--- config.mk ---
export PLATFORM = sky130hd
export DESIGN_NAME = dmem_arbiter_flat
export DESIGN_NICKNAME = d
export VERILOG_FILES = /design/src/rtl/dmem_arbiter_if.sv /design/src/rtl/dmem_arbiter.sv /design/src/flat_wrapper.sv
export SDC_FILE = /design/constraint.sdc
export NUM_CORES = 1
export LEC_CHECK = 0
export BUFFER_PORTS_ARGS = -buffer_cell sky130_fd_sc_hd__buf_2
export CORE_AREA = 2 2 94 96
export CTS_CLUSTER_DIAMETER = 40
export CTS_CLUSTER_SIZE = 40
export DETAILED_ROUTE_END_ITERATION = 8
export DIE_AREA = 0 0 96 98
export GPL_ROUTABILITY_DRIVEN = 0
export PLACE_DENSITY = 0.64
export SKIP_CTS_REPAIR_TIMING = 1
export SYNTH_ARGS = -nofsm -noshare
export SYNTH_HDL_FRONTEND = slang
export SYNTH_SLANG_ARGS = --single-unit
--- constraint.sdc ---
create_clock -name clk -period 2.6 [get_ports clk]
set_clock_uncertainty 0.1 [all_clocks]
set_input_delay 0.52 -clock clk [delete_from_list [all_inputs] [get_ports clk]]
set_output_delay 0.52 -clock clk [all_outputs]
set_load 0.01 [all_outputs]
--- src/rtl/dmem_arbiter_if.sv ---
// ---------------------------------------------------------------------------
// dmem_arbiter_if
// Bundles the three buses that meet at the data-memory arbiter:
//   core side : core_req, core_we, core_addr, core_wdata -> core_rdata, core_stall
//   DMA side  : dma_req, dma_we, dma_addr, dma_wdata     -> dma_gnt, dma_rvalid, dma_rdata
//   memory    : mem_write, mem_addr, mem_data_in          <- mem_data_out
// Modports:
//   slave  - the arbiter itself
//   master - the surrounding SoC (pipeline, DMA engine and data memory)
// ---------------------------------------------------------------------------
interface dmem_arbiter_if;
    // core (memory stage) bus
    logic        core_req;
    logic        core_we;
    logic [31:0] core_addr;
    logic [31:0] core_wdata;
    logic [31:0] core_rdata;
    logic        core_stall;

    // DMA bus
    logic        dma_req;
    logic        dma_we;
    logic [4:0]  dma_addr;
    logic [31:0] dma_wdata;
    logic        dma_gnt;
    logic        dma_rvalid;
    logic [31:0] dma_rdata;

    // single memory port
    logic        mem_write;
    logic [4:0]  mem_addr;
    logic [31:0] mem_data_in;
    logic [31:0] mem_data_out;

    modport slave (
        input  core_req, core_we, core_addr, core_wdata,
        output core_rdata, core_stall,
        input  dma_req, dma_we, dma_addr, dma_wdata,
        output dma_gnt, dma_rvalid, dma_rdata,
        output mem_write, mem_addr, mem_data_in,
        input  mem_data_out
    );

    modport master (
        output core_req, core_we, core_addr, core_wdata,
        input  core_rdata, core_stall,
        output dma_req, dma_we, dma_addr, dma_wdata,
        input  dma_gnt, dma_rvalid, dma_rdata,
        input  mem_write, mem_addr, mem_data_in,
        output mem_data_out
    );
endinterface

--- src/rtl/dmem_arbiter.sv ---
// ---------------------------------------------------------------------------
// dmem_arbiter
// Shares the single data-memory port between the core memory stage and a DMA
// engine. The core has priority; a DMA requester that has been denied for
// STARVE_LIMIT consecutive cycles is granted once by force, after which the
// core is guaranteed the next conflicting cycle.
// Ports:
//   clk  - single clock, all state on the rising edge
//   rst  - synchronous, active-high reset
//   bus  - dmem_arbiter_if.slave (core, DMA and memory buses)
// Parameter:
//   STARVE_LIMIT - denied DMA cycles before a forced grant, legal 1..7
// ---------------------------------------------------------------------------
module dmem_arbiter #(
    parameter int STARVE_LIMIT = 4
) (
    input  logic           clk,
    input  logic           rst,
    dmem_arbiter_if.slave  bus
);

    localparam logic [2:0] LIMIT = 3'(STARVE_LIMIT);

    // state
    logic [2:0]  starveCntReg,  starveCntNext;
    logic        forceLockReg,  forceLockNext;
    logic        rvalidReg,     rvalidNext;
    logic [31:0] rdataReg,      rdataNext;

    // arbitration results
    logic        forceDma;
    logic        dmaOwn;
    logic        coreOwn;

    // Only the word-address bits of the core address reach memory.
    logic        unusedCoreAddr;
    assign unusedCoreAddr = ^{bus.core_addr[31:7], bus.core_addr[1:0]};

    // -----------------------------------------------------------------------
    // State register
    // -----------------------------------------------------------------------
    always_ff @(posedge clk) begin
        if (rst) begin
            starveCntReg <= 3'd0;
            forceLockReg <= 1'b0;
            rvalidReg    <= 1'b0;
            rdataReg     <= 32'd0;
        end else begin
            starveCntReg <= starveCntNext;
            forceLockReg <= forceLockNext;
            rvalidReg    <= rvalidNext;
            rdataReg     <= rdataNext;
        end
    end

    // -----------------------------------------------------------------------
    // Next-state logic
    // -----------------------------------------------------------------------
    always_comb begin
        starveCntNext = starveCntReg;
        forceLockNext = 1'b0;
        rvalidNext    = 1'b0;
        rdataNext     = rdataReg;

        if (dmaOwn) begin
            starveCntNext = 3'd0;
        end else if (bus.dma_req && (starveCntReg < LIMIT)) begin
            starveCntNext = starveCntReg + 3'd1;
        end

        // Lock only follows a grant that actually took the port from the core;
        // an uncontested DMA grant does not cost the core anything.
        forceLockNext = dmaOwn && bus.core_req;

        if (dmaOwn && !bus.dma_we) begin
            rvalidNext = 1'b1;
            rdataNext  = bus.mem_data_out;
        end
    end

    // -----------------------------------------------------------------------
    // Output logic: grant decision and memory port steering
    // -----------------------------------------------------------------------
    always_comb begin
        forceDma = bus.dma_req && (starveCntReg == LIMIT) && !forceLockReg;
        // Nobody owns the port while in reset, so no write can slip through.
        dmaOwn   = !rst && bus.dma_req && (!bus.core_req || forceDma);
        coreOwn  = !rst && bus.core_req && !dmaOwn;

        bus.mem_write   = 1'b0;
        bus.mem_addr    = 5'd0;
        bus.mem_data_in = 32'd0;
        if (dmaOwn) begin
            bus.mem_write   = bus.dma_we;
            bus.mem_addr    = bus.dma_addr;
            bus.mem_data_in = bus.dma_wdata;
        end else if (coreOwn) begin
            bus.mem_write   = bus.core_we;
            bus.mem_addr    = bus.core_addr[6:2];
            bus.mem_data_in = bus.core_wdata;
        end

        bus.dma_gnt    = dmaOwn;
        bus.core_stall = bus.core_req && dmaOwn;
        bus.core_rdata = bus.mem_data_out;
        bus.dma_rvalid = rvalidReg;
        bus.dma_rdata  = rdataReg;
    end

endmodule

--- src/flat_wrapper.sv ---
// flat-port wrapper written by rule: the top's interface ports become plain ports
module dmem_arbiter_flat 
#(
    parameter int STARVE_LIMIT = 4
)
  (clk, rst, bus_core_req, bus_core_we, bus_core_addr, bus_core_wdata, bus_core_rdata, bus_core_stall, bus_dma_req, bus_dma_we, bus_dma_addr, bus_dma_wdata, bus_dma_gnt, bus_dma_rvalid, bus_dma_rdata, bus_mem_write, bus_mem_addr, bus_mem_data_in, bus_mem_data_out);
  dmem_arbiter_if bus_i ();
  input  logic clk;
  input  logic rst;
  input wire logic [$bits(bus_i.core_req)-1:0] bus_core_req;
  input wire logic [$bits(bus_i.core_we)-1:0] bus_core_we;
  input wire logic [$bits(bus_i.core_addr)-1:0] bus_core_addr;
  input wire logic [$bits(bus_i.core_wdata)-1:0] bus_core_wdata;
  output wire logic [$bits(bus_i.core_rdata)-1:0] bus_core_rdata;
  output wire logic [$bits(bus_i.core_stall)-1:0] bus_core_stall;
  input wire logic [$bits(bus_i.dma_req)-1:0] bus_dma_req;
  input wire logic [$bits(bus_i.dma_we)-1:0] bus_dma_we;
  input wire logic [$bits(bus_i.dma_addr)-1:0] bus_dma_addr;
  input wire logic [$bits(bus_i.dma_wdata)-1:0] bus_dma_wdata;
  output wire logic [$bits(bus_i.dma_gnt)-1:0] bus_dma_gnt;
  output wire logic [$bits(bus_i.dma_rvalid)-1:0] bus_dma_rvalid;
  output wire logic [$bits(bus_i.dma_rdata)-1:0] bus_dma_rdata;
  output wire logic [$bits(bus_i.mem_write)-1:0] bus_mem_write;
  output wire logic [$bits(bus_i.mem_addr)-1:0] bus_mem_addr;
  output wire logic [$bits(bus_i.mem_data_in)-1:0] bus_mem_data_in;
  input wire logic [$bits(bus_i.mem_data_out)-1:0] bus_mem_data_out;
  assign bus_i.core_req = bus_core_req;
  assign bus_i.core_we = bus_core_we;
  assign bus_i.core_addr = bus_core_addr;
  assign bus_i.core_wdata = bus_core_wdata;
  assign bus_core_rdata = bus_i.core_rdata;
  assign bus_core_stall = bus_i.core_stall;
  assign bus_i.dma_req = bus_dma_req;
  assign bus_i.dma_we = bus_dma_we;
  assign bus_i.dma_addr = bus_dma_addr;
  assign bus_i.dma_wdata = bus_dma_wdata;
  assign bus_dma_gnt = bus_i.dma_gnt;
  assign bus_dma_rvalid = bus_i.dma_rvalid;
  assign bus_dma_rdata = bus_i.dma_rdata;
  assign bus_mem_write = bus_i.mem_write;
  assign bus_mem_addr = bus_i.mem_addr;
  assign bus_mem_data_in = bus_i.mem_data_in;
  assign bus_i.mem_data_out = bus_mem_data_out;
  dmem_arbiter #(.STARVE_LIMIT(STARVE_LIMIT)) u_core (.clk(clk), .rst(rst), .bus(bus_i));
endmodule
==> summary.md, run 1 <==
| Metric | Value |
|---|---|
| Outcome | finished, final reports clean |
| Finished Layout Cells | 496 |
| First-pass GRT wire length | 9630 um |
| Nets | 528 |
| Pwr/cell area | 469 nW/um^2 |
| Clock transition at the registers of the reported paths | 0.08 ns |
| Switch share | 0.253 |
| Final min period | 2.44 ns |
| Worst path cell trace | inv_1 > ha_1 > nand3b_1 > o211a_1 > buf_12 > a22o_1 > buf_2 |
| Syn_nets | 349 |
| Total wire length | 6360 um |
| PnR worst setup slack | 0.164 ns |
| DRT antenna net count | 0 |
| Register area | 741 sq um |
| Worst slack at placement | 0.275 ns |
| Slowest stage delay, CP | 0.37 ns |
| # H-tree levels | 2 |
| Reg2reg start | u_core.starveCntReg[0] |
| Total I/O pin count | 244 |
| CP Launch Type | flip-flop |
| Post-route cell area | 3320 sq um |
| Gate power share | 0.222 |
| WHS Path Cells | 2 |
| R2r setup slk | 0.33 ns |
| Length of the first detailed-routing pass in iterations | 4 |
| Chip width | 96 um |
| Final setup TNS | 0 ns |
| Initial Util | 0.268 |
| Critical path's slowest cell | dfxtp_1 |
| Clock share of power | 0.393 |
| Seq/Total Area, Yosys | 0.327 |
| Total Die Area | 9410 sq um |
| Crit Path Class | reg -> out |
| Crit path DAT | 1.82 ns |
| Peak supply drop | 0.264 mV |
| CP endpoint kind | output pin |
| Top delay family on crit path | buffers and inverters |
| Final Max Slew Viols | 0 |
| Worst slew pin tran | 0.995 ns |
| Worst Path Buf+Inv | 3 |
| Layout cell share with drive strength beyond 1 | 0.678 |
| Post-Place Cells | 488 |
| Drt drc | 0 |
| Worst Hold Slack | 0.362 ns |
| Layout area overhead | 46.2% |
| Final Cycle Share | 0.937 |
| Die span in y | 98 um |
| Reg2reg end | u_core.bus.dma_rdata[24] |
| Fill cells | 870 |
| Largest net degree at the start of global routing | 45 |
| Cts bufs inserted | 5 |
| Via count | 2,159 |
| Vias in the first global route | 2,092 |
| Area post-placement | 3180 sq um |
| Synthesized area | 2270 sq um |
| Int Power | 0.00116 W |
| Yosys reg bits | 37 |
| Final-report setup violation count | 0 |
| Worst skew pair latency | 0.28 ns |
| Sink Count | 37 |
| HPWL after DPL | 5160 um |
| Hold Path Sink | u_core.bus.dma_rdata[10] |
| Root buf cell | clkbuf_8 |
| Cells after synthesis | 208 |
| Total Routing Usage GR | 0.127 |
| Multi-input combinational cell area | 1150 sq um |
| Final hold vios | 0 |
| First DRT Iteration DRCs | 17 |
| Sequential share of power | 0.384 |
| Via density | 4.35 |
| Routed length per instance | 12.8 um |
| Synth cell types | 24 |
| Req. time, crit path | 1.98 ns |
| Number of max-cap violations | 0 |
| Diode count | 0 |
| CORE AREA | 8470 sq um |
| Yosys warns | 0 |
| RSZ-0062 raised after global routing | false |
| Hold Path Class | in -> reg |
| Antenna violations before repair | 0 |
| HP Start | bus_mem_data_out[10] |
| Reg2Reg Depth | 5 |
| Clock Tree Buf Depth | 2 |
| TritonCTS clock tree | built |
| P_leak | 1.95 nW |
| Syn Area/Cell | 10.9 sq um |
| PortBufs | 216 |
| Row cnt | 34 |
| Crit path max fanout | 38 |
| GRT overflow | 0 |
| FMAX | 0.410 GHz |
| Sw Pwr | 0.000394 W |
| Max transition margin | 0.337 |
[cells by family after synthesis]
kind of cell             after synthesis  synth area share
flip-flops                            37             0.327
adder cells (fa/ha/maj)                2            0.0110
buffers and inverters                 53             0.171
multiplexers                          33             0.211
XOR/XNOR                               1           0.00386
AND/OR/NAND/NOR                       40             0.115
AO/OA/AOI/OAI                         42             0.161
[sequential cells by signal, indices dropped and copies added (netlist names)]
name / count
u_core.forceLockReg: 1
u_core.bus.dma_rvalid: 1
u_core.bus.dma_rdata: 32
u_core.starveCntReg: 3
[worst max-delay path by stage]
stage	end	cells after the start	startpoint	slack (ns)
after floorplan	bus_mem_data_in[27]	5	rst	0.42
after global placement	u_core.bus.dma_rdata[23]	5	u_core.starveCntReg[0]	0.31
after detailed placement	u_core.bus.dma_rdata[24]	5	u_core.starveCntReg[0]	0.28
after CTS	bus_mem_data_in[26]	7	u_core.starveCntReg[0]	0.13
after global routing	bus_mem_data_in[17]	7	u_core.starveCntReg[0]	0.008
final	bus_mem_data_in[17]	7	u_core.starveCntReg[0]	0.16
[worst register-to-register path, cell delays in order, from the launching register on]
cell and delay [ns]:
dfxtp_1 0.37, inv_1 0.06, ha_1 0.19, nand3b_1 0.19, a211o_2 0.82, mux2_2 0.46
[metrics by stage]
step	power [W]	utilization
2_1_floorplan	0.000810	-
3_3_place_gp	0.000956	0.376
3_5_place_dp	0.000961	0.376
4_1_cts	0.00158	0.392
5_1_grt	0.00163	0.392
6_report	0.00156	0.392
[metal layers]
metal | share of wire | track usage | vias up
met3 | 0.069 | 0.0193 | 5
met5 | 0 | 0 | -
met2 | 0.52 | 0.240 | 117
li1 | - | - | 1052
met4 | 0.012 | 0.0418 | 0
met1 | 0.40 | 0.141 | 985
[power by group through the flow]
stage	Clock, W	Combinational [W]	Sequential (W)
after floorplan	0	0.000190	0.000620
after global placement	0	0.000346	0.000610
after detailed placement	0	0.000350	0.000611
after CTS	0.000628	0.000351	0.000598
after global routing	0.000649	0.000378	0.000601
final	0.000612	0.000346	0.000598
[synthesized netlist by cell type]
master	number	share of area
nand2b_4	1	0.0061
buf_6	2	0.0099
and2_1	2	0.0055
buf_4	32	0.11
nor3_1	3	0.0066
clkbuf_1	5	0.0083
a21oi_2	1	0.0039
ha_1	2	0.011
buf_1	2	0.0033
buf_12	3	0.026
dfxtp_1	37	0.33
and2b_1	5	0.017
o211a_1	1	0.0044
nand3b_1	1	0.0033
xnor2_1	1	0.0039
a21oi_1	1	0.0022
a211o_1	1	0.0039
nor2b_1	28	0.077
mux2i_1	1	0.0044
mux2_2	3	0.015
inv_1	5	0.0083
a22o_1	38	0.15
mux2_4	29	0.19
buf_2	4	0.0088
[area by class of cell]
| cell class | instances | area share |
|---|---|---|
| Clock buffer | 5 | 0.0207 |
| Timing Repair Buffer | 220 | 0.343 |
| Sequential cell | 37 | 0.223 |
| Tap cell | 108 | 0.0407 |
| Clock inverter | 3 | 0.0207 |
| Inverter | 5 | 0.00566 |
| Multi-Input combinational cell | 118 | 0.346 |
[placed cells by master, fill, tap and decap left out]
cell	n
buf_2	216
a22o_1	38
dfxtp_1	37
mux2_4	29
nor2b_1	28
inv_1	5
and2b_1	5
clkbuf_8	5
nor3_1	3
mux2_2	3
and2_1	2
ha_1	2
bufinv_16	2
buf_12	2
buf_4	2
nand3b_1	1
nand2b_4	1
a21oi_4	1
o211a_1	1
a211o_2	1
a21oi_1	1
mux2i_1	1
xnor2_1	1
inv_6	1
Power figures use the tool's default switching activity.
==> run 2: changes to the inputs <==
clock period = 2.3 ns   (was 2.6 ns; I/O delays follow)
==> run 2 against run 1 <==
Net effect: the run now ends with setup timing left; worst hold slack worse by 0.061 ns; sequential share of layout area down 0.99 points; final cell count up 1.8%; combinational power up 26%; count of clock-buffer cells in the layout up 1.
==> summary.md, run 2 (synthesis gave the netlist of run 1 again) <==
| Metric | Value |
|---|---|
| CP Launch Type | flip-flop (unchanged) |
| Via count | 2,201 (was 2,159) |
| Total wire length | 7160 um (was 6360 um) |
| GRT overflow | 0 (unchanged) |
| Diode count | 0 (unchanged) |
| First DRT Iteration DRCs | 55 (was 17) |
| Length of the first detailed-routing pass in iterations | 4 (unchanged) |
| TritonCTS clock tree | built (unchanged) |
| HPWL after DPL | 5190 um (was 5160 um) |
| Worst Hold Slack | 0.302 ns (was 0.362 ns) |
| Cts bufs inserted | 5 (unchanged) |
| Final-report setup violation count | 38 (was 0) |
| PortBufs | 216 (unchanged) |
| Crit path DAT | 1.80 ns (was 1.82 ns) |
| Total I/O pin count | 244 (unchanged) |
| RSZ-0062 raised after global routing | true (was false) |
| Chip width | 96 um (unchanged) |
| DRT antenna net count | 0 (unchanged) |
| Crit Path Class | reg -> out (unchanged) |
| Final Cycle Share | 1.03 |
| CP endpoint kind | output pin (unchanged) |
| Failing checks | setup timing |
| Layout area overhead | 53.6% (was 46.2%) |
| Die span in y | 98 um (unchanged) |
| Final hold vios | 0 (unchanged) |
| Clock Tree Buf Depth | 2 (unchanged) |
| Worst skew pair latency | 0.28 ns (about the same) |
| Clock transition at the registers of the reported paths | 0.08 ns (about the same) |
| Initial Util | 0.268 (unchanged) |
| Total Die Area | 9410 sq um (unchanged) |
| Nets | 537 (was 528) |
| Final Max Slew Viols | 0 (unchanged) |
| Most common cell after layout, fill and taps aside | buf_2 (unchanged) |
| Crit path max fanout | 5 (was 38) |
| Row cnt | 34 (unchanged) |
| Number of max-cap violations | 0 (unchanged) |
| Pwr/cell area | 456 nW/um^2 (was 469 nW/um^2) |
| Sink Count | 37 (unchanged) |
| Multi-input combinational cell area | 1170 sq um (was 1150 sq um) |
| Vias in the first global route | 2,081 (was 2,092) |
| Layout cell share with drive strength beyond 1 | 0.703 (was 0.678) |
| Max transition margin | 0.825 (was 0.337) |
| Hold Path Class | in -> reg (unchanged) |
| Total Routing Usage GR | 0.129 (was 0.127) |
| PnR worst setup slack | -0.0582 ns (was 0.164 ns) |
| Worst slew pin tran | 0.262 ns (was 0.995 ns) |
| Antenna violations before repair | 0 (unchanged) |
| Routed length per instance | 14.2 um (was 12.8 um) |
| Drt drc | 0 (unchanged) |
| Reg2Reg Depth | 7 (was 5) |
| First-pass GRT wire length | 9600 um (was 9630 um) |
| Leading cell types in the layout, fill and taps excluded | buf_2, a22o_1, dfxtp_1 (unchanged) |
| Root buf cell | clkbuf_8 (unchanged) |
| Final min period | 2.36 ns |
| WHS Path Cells | 2 (unchanged) |
| Max reg flops | 32 (unchanged) |
| # H-tree levels | 2 (unchanged) |
| FMAX | 0.424 GHz |
| Via density | 4.36 (was 4.35) |
| CORE AREA | 8470 sq um (unchanged) |
| Largest net degree at the start of global routing | 45 (unchanged) |
| Fill cells | 858 (was 870) |
| Outcome | complete, but fails checks (was finished, final reports clean) |
| Peak supply drop | 0.249 mV (was 0.264 mV) |
| Req. time, crit path | 1.74 ns (was 1.98 ns) |
| P_leak | 2.01 nW (was 1.95 nW) |
| Total power | 0.00159 W (was 0.00156 W) |
| Register area | 743 sq um (was 741 sq um) |
==> run 2: final timing paths <==
| path | from | end | slack (ns) |
|---|---|---|---|
| max reg2reg | u_core.starveCntReg[0] | u_core.bus.dma_rdata[4] | 0.35 |
| min | bus_mem_data_out[1] | u_core.bus.dma_rdata[1] | 0.30 |
| max | u_core.starveCntReg[0] | bus_mem_data_in[26] | -0.06 |
| min reg2reg | u_core.starveCntReg[2] | u_core.starveCntReg[2] | 0.44 |
==> run 2: per-stage QoR <==
| stage | instances | utilization | setup slack (ns) | TNS (ns) | cell area (sq um) |
|---|---|---|---|---|---|
| after floorplan | 208 | - | 0.221 | 0 | 2270 |
| after global placement | 489 | 0.378 | 0.244 | 0 | 3200 |
| after detailed placement | 489 | 0.378 | 0.196 | 0 | 3200 |
| after CTS | 497 | 0.389 | -0.122 | -2.26 | 3300 |
| after global routing | 505 | 0.411 | -0.160 | -5.34 | 3480 |
| final | 505 | 0.411 | -0.0582 | -1.50 | 3480 |
==> run 2: routing by layer <==
layer  vias to the layer above  wire, um  track usage
li1                       1074         -            -
met1                       989      2800        0.141
met2                       130      3700        0.243
met3                         8       534       0.0201
met4                         0       127       0.0451
met5                         -         0            0
==> run 2: worst max-delay path: stages (launching register included) <==
cell and delay (ns):
dfxtp_2 0.33, inv_2 0.06, ha_4 0.12, nand3b_1 0.17, o211a_4 0.34, buf_12 0.15, a22o_1 0.22, buf_6 0.13
==> run 2: final cells by class <==
type / instances / area share
sequential: 37 / 0.213
tap: 108 / 0.0388
timing repair buffer: 229 / 0.379
inverter: 5 / 0.00539
multi-input combinational: 118 / 0.336
clock buffer: 6 / 0.0237
clock inverter: 2 / 0.00395
==> run 2: power by group <==
group / switching, W / internal, W / total [W] / leakage, nW
clock network: 0.000235 / 0.000243 / 0.000478 / 0.0512
logic: 0.000195 / 0.000239 / 0.000435 / 1.66
registers: 0.0000110 / 0.000666 / 0.000677 / 0.302
total: 0.000441 / 0.00115 / 0.00159 / 2.01
==> run 3: changes to the inputs <==
SKIP_CTS_REPAIR_TIMING = unset   (was 1)
==> run 3 against run 2 <==
Net effect: the flow still finishes with violations (setup timing); critical endpoint is now bus_mem_data_in[6]; via count is 1.0% higher; wire length is 2.1% higher; final area is 1.7% higher; first-iteration DRC count is 13% lower; core utilization is 0.68 points higher.
==> summary.md, run 3 (synthesis gave the netlist of run 1 again) <==
| Metric | Value |
|---|---|
| Worst path cell trace | inv_2 > ha_4 > nand3b_1 > buf_6 > a21oi_4 > buf_4 > clkbuf_16 > a22o_1 > buf_2 (was inv_2 > ha_4 > nand3b_1 > o211a_4 > buf_12 > a22o_1 > buf_6) |
| CORE AREA | 8470 sq um (unchanged) |
| Failing checks | setup timing (unchanged) |
| Grt met2 use | 0.268 (was 0.243) |
| WHS Path Cells | 2 (unchanged) |
| Peak supply drop | 0.254 mV (was 0.249 mV) |
| Die span in y | 98 um (unchanged) |
| Hold Path Sink | u_core.bus.dma_rdata[1] (unchanged) |
| Total Die Area | 9410 sq um (unchanged) |
| Clock transition at the registers of the reported paths | 0.08 ns (about the same) |
| Slowest stage delay, CP | 0.33 ns (was 0.34 ns) |
| Critical path's slowest cell | dfxtp_2 (was o211a_4) |
| HP Start | bus_mem_data_out[1] (unchanged) |
| TritonCTS clock tree | built (unchanged) |
| Grt met1 use | 0.168 (was 0.141) |
| Final Cycle Share | 1.03 (about the same) |
| Most common cell after layout, fill and taps aside | buf_2 (unchanged) |
| Routed length per instance | 14.4 um (was 14.2 um) |
| Initial Util | 0.268 (unchanged) |
| First-pass GRT wire length | 10,600 um (was 9600 um) |
| Antenna violations before repair | 0 (unchanged) |
| Worst slew pin tran | 0.260 ns (was 0.262 ns) |
| Hold Path Class | in -> reg (unchanged) |
| Via count | 2,223 (was 2,201) |
| Req. time, crit path | 1.74 ns (about the same) |
| Pwr/cell area | 453 nW/um^2 (was 456 nW/um^2) |
| Worst skew pair latency | 0.28 ns (about the same) |
| Crit Path Class | reg -> out (unchanged) |
| Outcome | complete, but fails checks (unchanged) |
| CP endpoint kind | output pin (unchanged) |
| Reg2reg end | u_core.bus.dma_rdata[15] (was u_core.bus.dma_rdata[4]) |
| Final core occ | 0.418 (was 0.411) |
| First DRT Iteration DRCs | 48 (was 55) |
| Layout area overhead | 56.1% (was 53.6%) |
| Cts bufs inserted | 5 (unchanged) |
| Final min period | 2.38 ns (was 2.36 ns) |
| Clock Tree Buf Depth | 2 (unchanged) |
| Top delay family on crit path | buffers and inverters (was compound AO/OA/AOI/OAI gates) |
| Final hold vios | 0 (unchanged) |
| Vias in the first global route | 2,195 (was 2,081) |
| Sink Count | 37 (unchanged) |
| Final Max Slew Viols | 0 (unchanged) |
| Root buf cell | clkbuf_8 (unchanged) |
| Via density | 4.38 (was 4.36) |
| P_leak | 2.04 nW (was 2.01 nW) |
| RSZ-0062 raised after global routing | true (unchanged) |
| Row cnt | 34 (unchanged) |
| DRT antenna net count | 0 (unchanged) |
| HPWL after DPL | 5190 um (unchanged) |
| # H-tree levels | 2 (unchanged) |
| Final setup TNS | -1.66 ns (was -1.50 ns) |
| Layout cell share with drive strength beyond 1 | 0.703 (about the same) |
| M3 GR Usage | 0.0185 (was 0.0201) |
| Crit path max fanout | 11 (was 5) |
| Max transition margin | 0.827 (was 0.825) |
| Largest net degree at the start of global routing | 34 (was 45) |
| Total I/O pin count | 244 (unchanged) |
| PortBufs | 216 (unchanged) |
| Total Routing Usage GR | 0.145 (was 0.129) |
| # hold bufs at CTS | 0 |
| PnR worst setup slack | -0.0754 ns (was -0.0582 ns) |
| Length of the first detailed-routing pass in iterations | 4 (unchanged) |
| Number of max-cap violations | 0 (unchanged) |
| Max reg flops | 32 (unchanged) |
| Diode count | 0 (unchanged) |
| Final-report setup violation count | 39 (was 38) |
| GRT busiest layer | met2 (unchanged) |
| Chip width | 96 um (unchanged) |
| Reg2Reg Depth | 8 (was 7) |
| Worst Path Buf+Inv | 5 (was 3) |
| GRT overflow | 0 (unchanged) |
| R2r setup slk | 0.32 ns (was 0.35 ns) |
| Total wire length | 7310 um (was 7160 um) |
| FMAX | 0.421 GHz (was 0.424 GHz) |
| Crit path DAT | 1.82 ns (was 1.80 ns) |
| Reg2reg start | u_core.starveCntReg[1] (was u_core.starveCntReg[0]) |
| Nets | 540 (was 537) |
| Leading cell types in the layout, fill and taps excluded | buf_2, a22o_1, dfxtp_1 (unchanged) |
| CP Launch Type | flip-flop (unchanged) |
| Drt drc | 0 (unchanged) |
run 3: per-layer routing:
metal	wire length (um)	up-vias
met1	2910	1002
met5	0	-
met2	3750	129
met4	160	0
met3	489	10
li1	-	1082
run 3: per-stage QoR:
step | cell area (sq um) | total power (W) | worst slack [ns] | hold slack, ns | std cells
2_1_floorplan | 2270 | 0.000916 | 0.221 | 0.396 | 208
3_3_place_gp | 3200 | 0.00108 | 0.244 | 0.411 | 489
3_5_place_dp | 3200 | 0.00109 | 0.196 | 0.417 | 489
4_1_cts | 3510 | 0.00162 | -0.0836 | 0.290 | 506
5_1_grt | 3540 | 0.00169 | -0.161 | 0.294 | 508
6_report | 3540 | 0.00161 | -0.0754 | 0.297 | 508
run 3: area by class of cell:
type / instances / area (sq um)
fillers: 854 / 4920
repair buffers: 232 / 1390
multi-input cells: 118 / 1160
flip-flops and latches: 37 / 743
well taps: 108 / 135
clock buffers: 6 / 82.6
inverters: 5 / 18.8
clock inverters: 2 / 13.8
run 3: how the worst max path moves through the flow:
stage	start	endpoint	slack [ns]	cells after the start
6_report	u_core.starveCntReg[1]	bus_mem_data_in[6]	-0.08	9
5_1_grt	u_core.starveCntReg[1]	bus_mem_data_in[6]	-0.16	9
4_1_cts	u_core.starveCntReg[0]	bus_mem_addr[2]	-0.08	8
3_5_place_dp	u_core.starveCntReg[0]	bus_mem_data_in[26]	0.20	7
3_3_place_gp	u_core.starveCntReg[0]	bus_mem_data_in[26]	0.24	7
2_1_floorplan	u_core.starveCntReg[0]	bus_mem_data_in[11]	0.22	7
run 3: report_power, final:
group | switching, W | internal, W
Combinational | 0.000198 | 0.000248
Sequential | 0.0000108 | 0.000666
Clock | 0.000240 | 0.000243
Total | 0.000448 | 0.00116
run 3: what timing repair did:
action	4_1_cts	5_1_grt
setup buffers	5	1
pin swaps	8	4
cloned	4	1
endpoints found under the setup margin	38	40
resized for setup	20	3
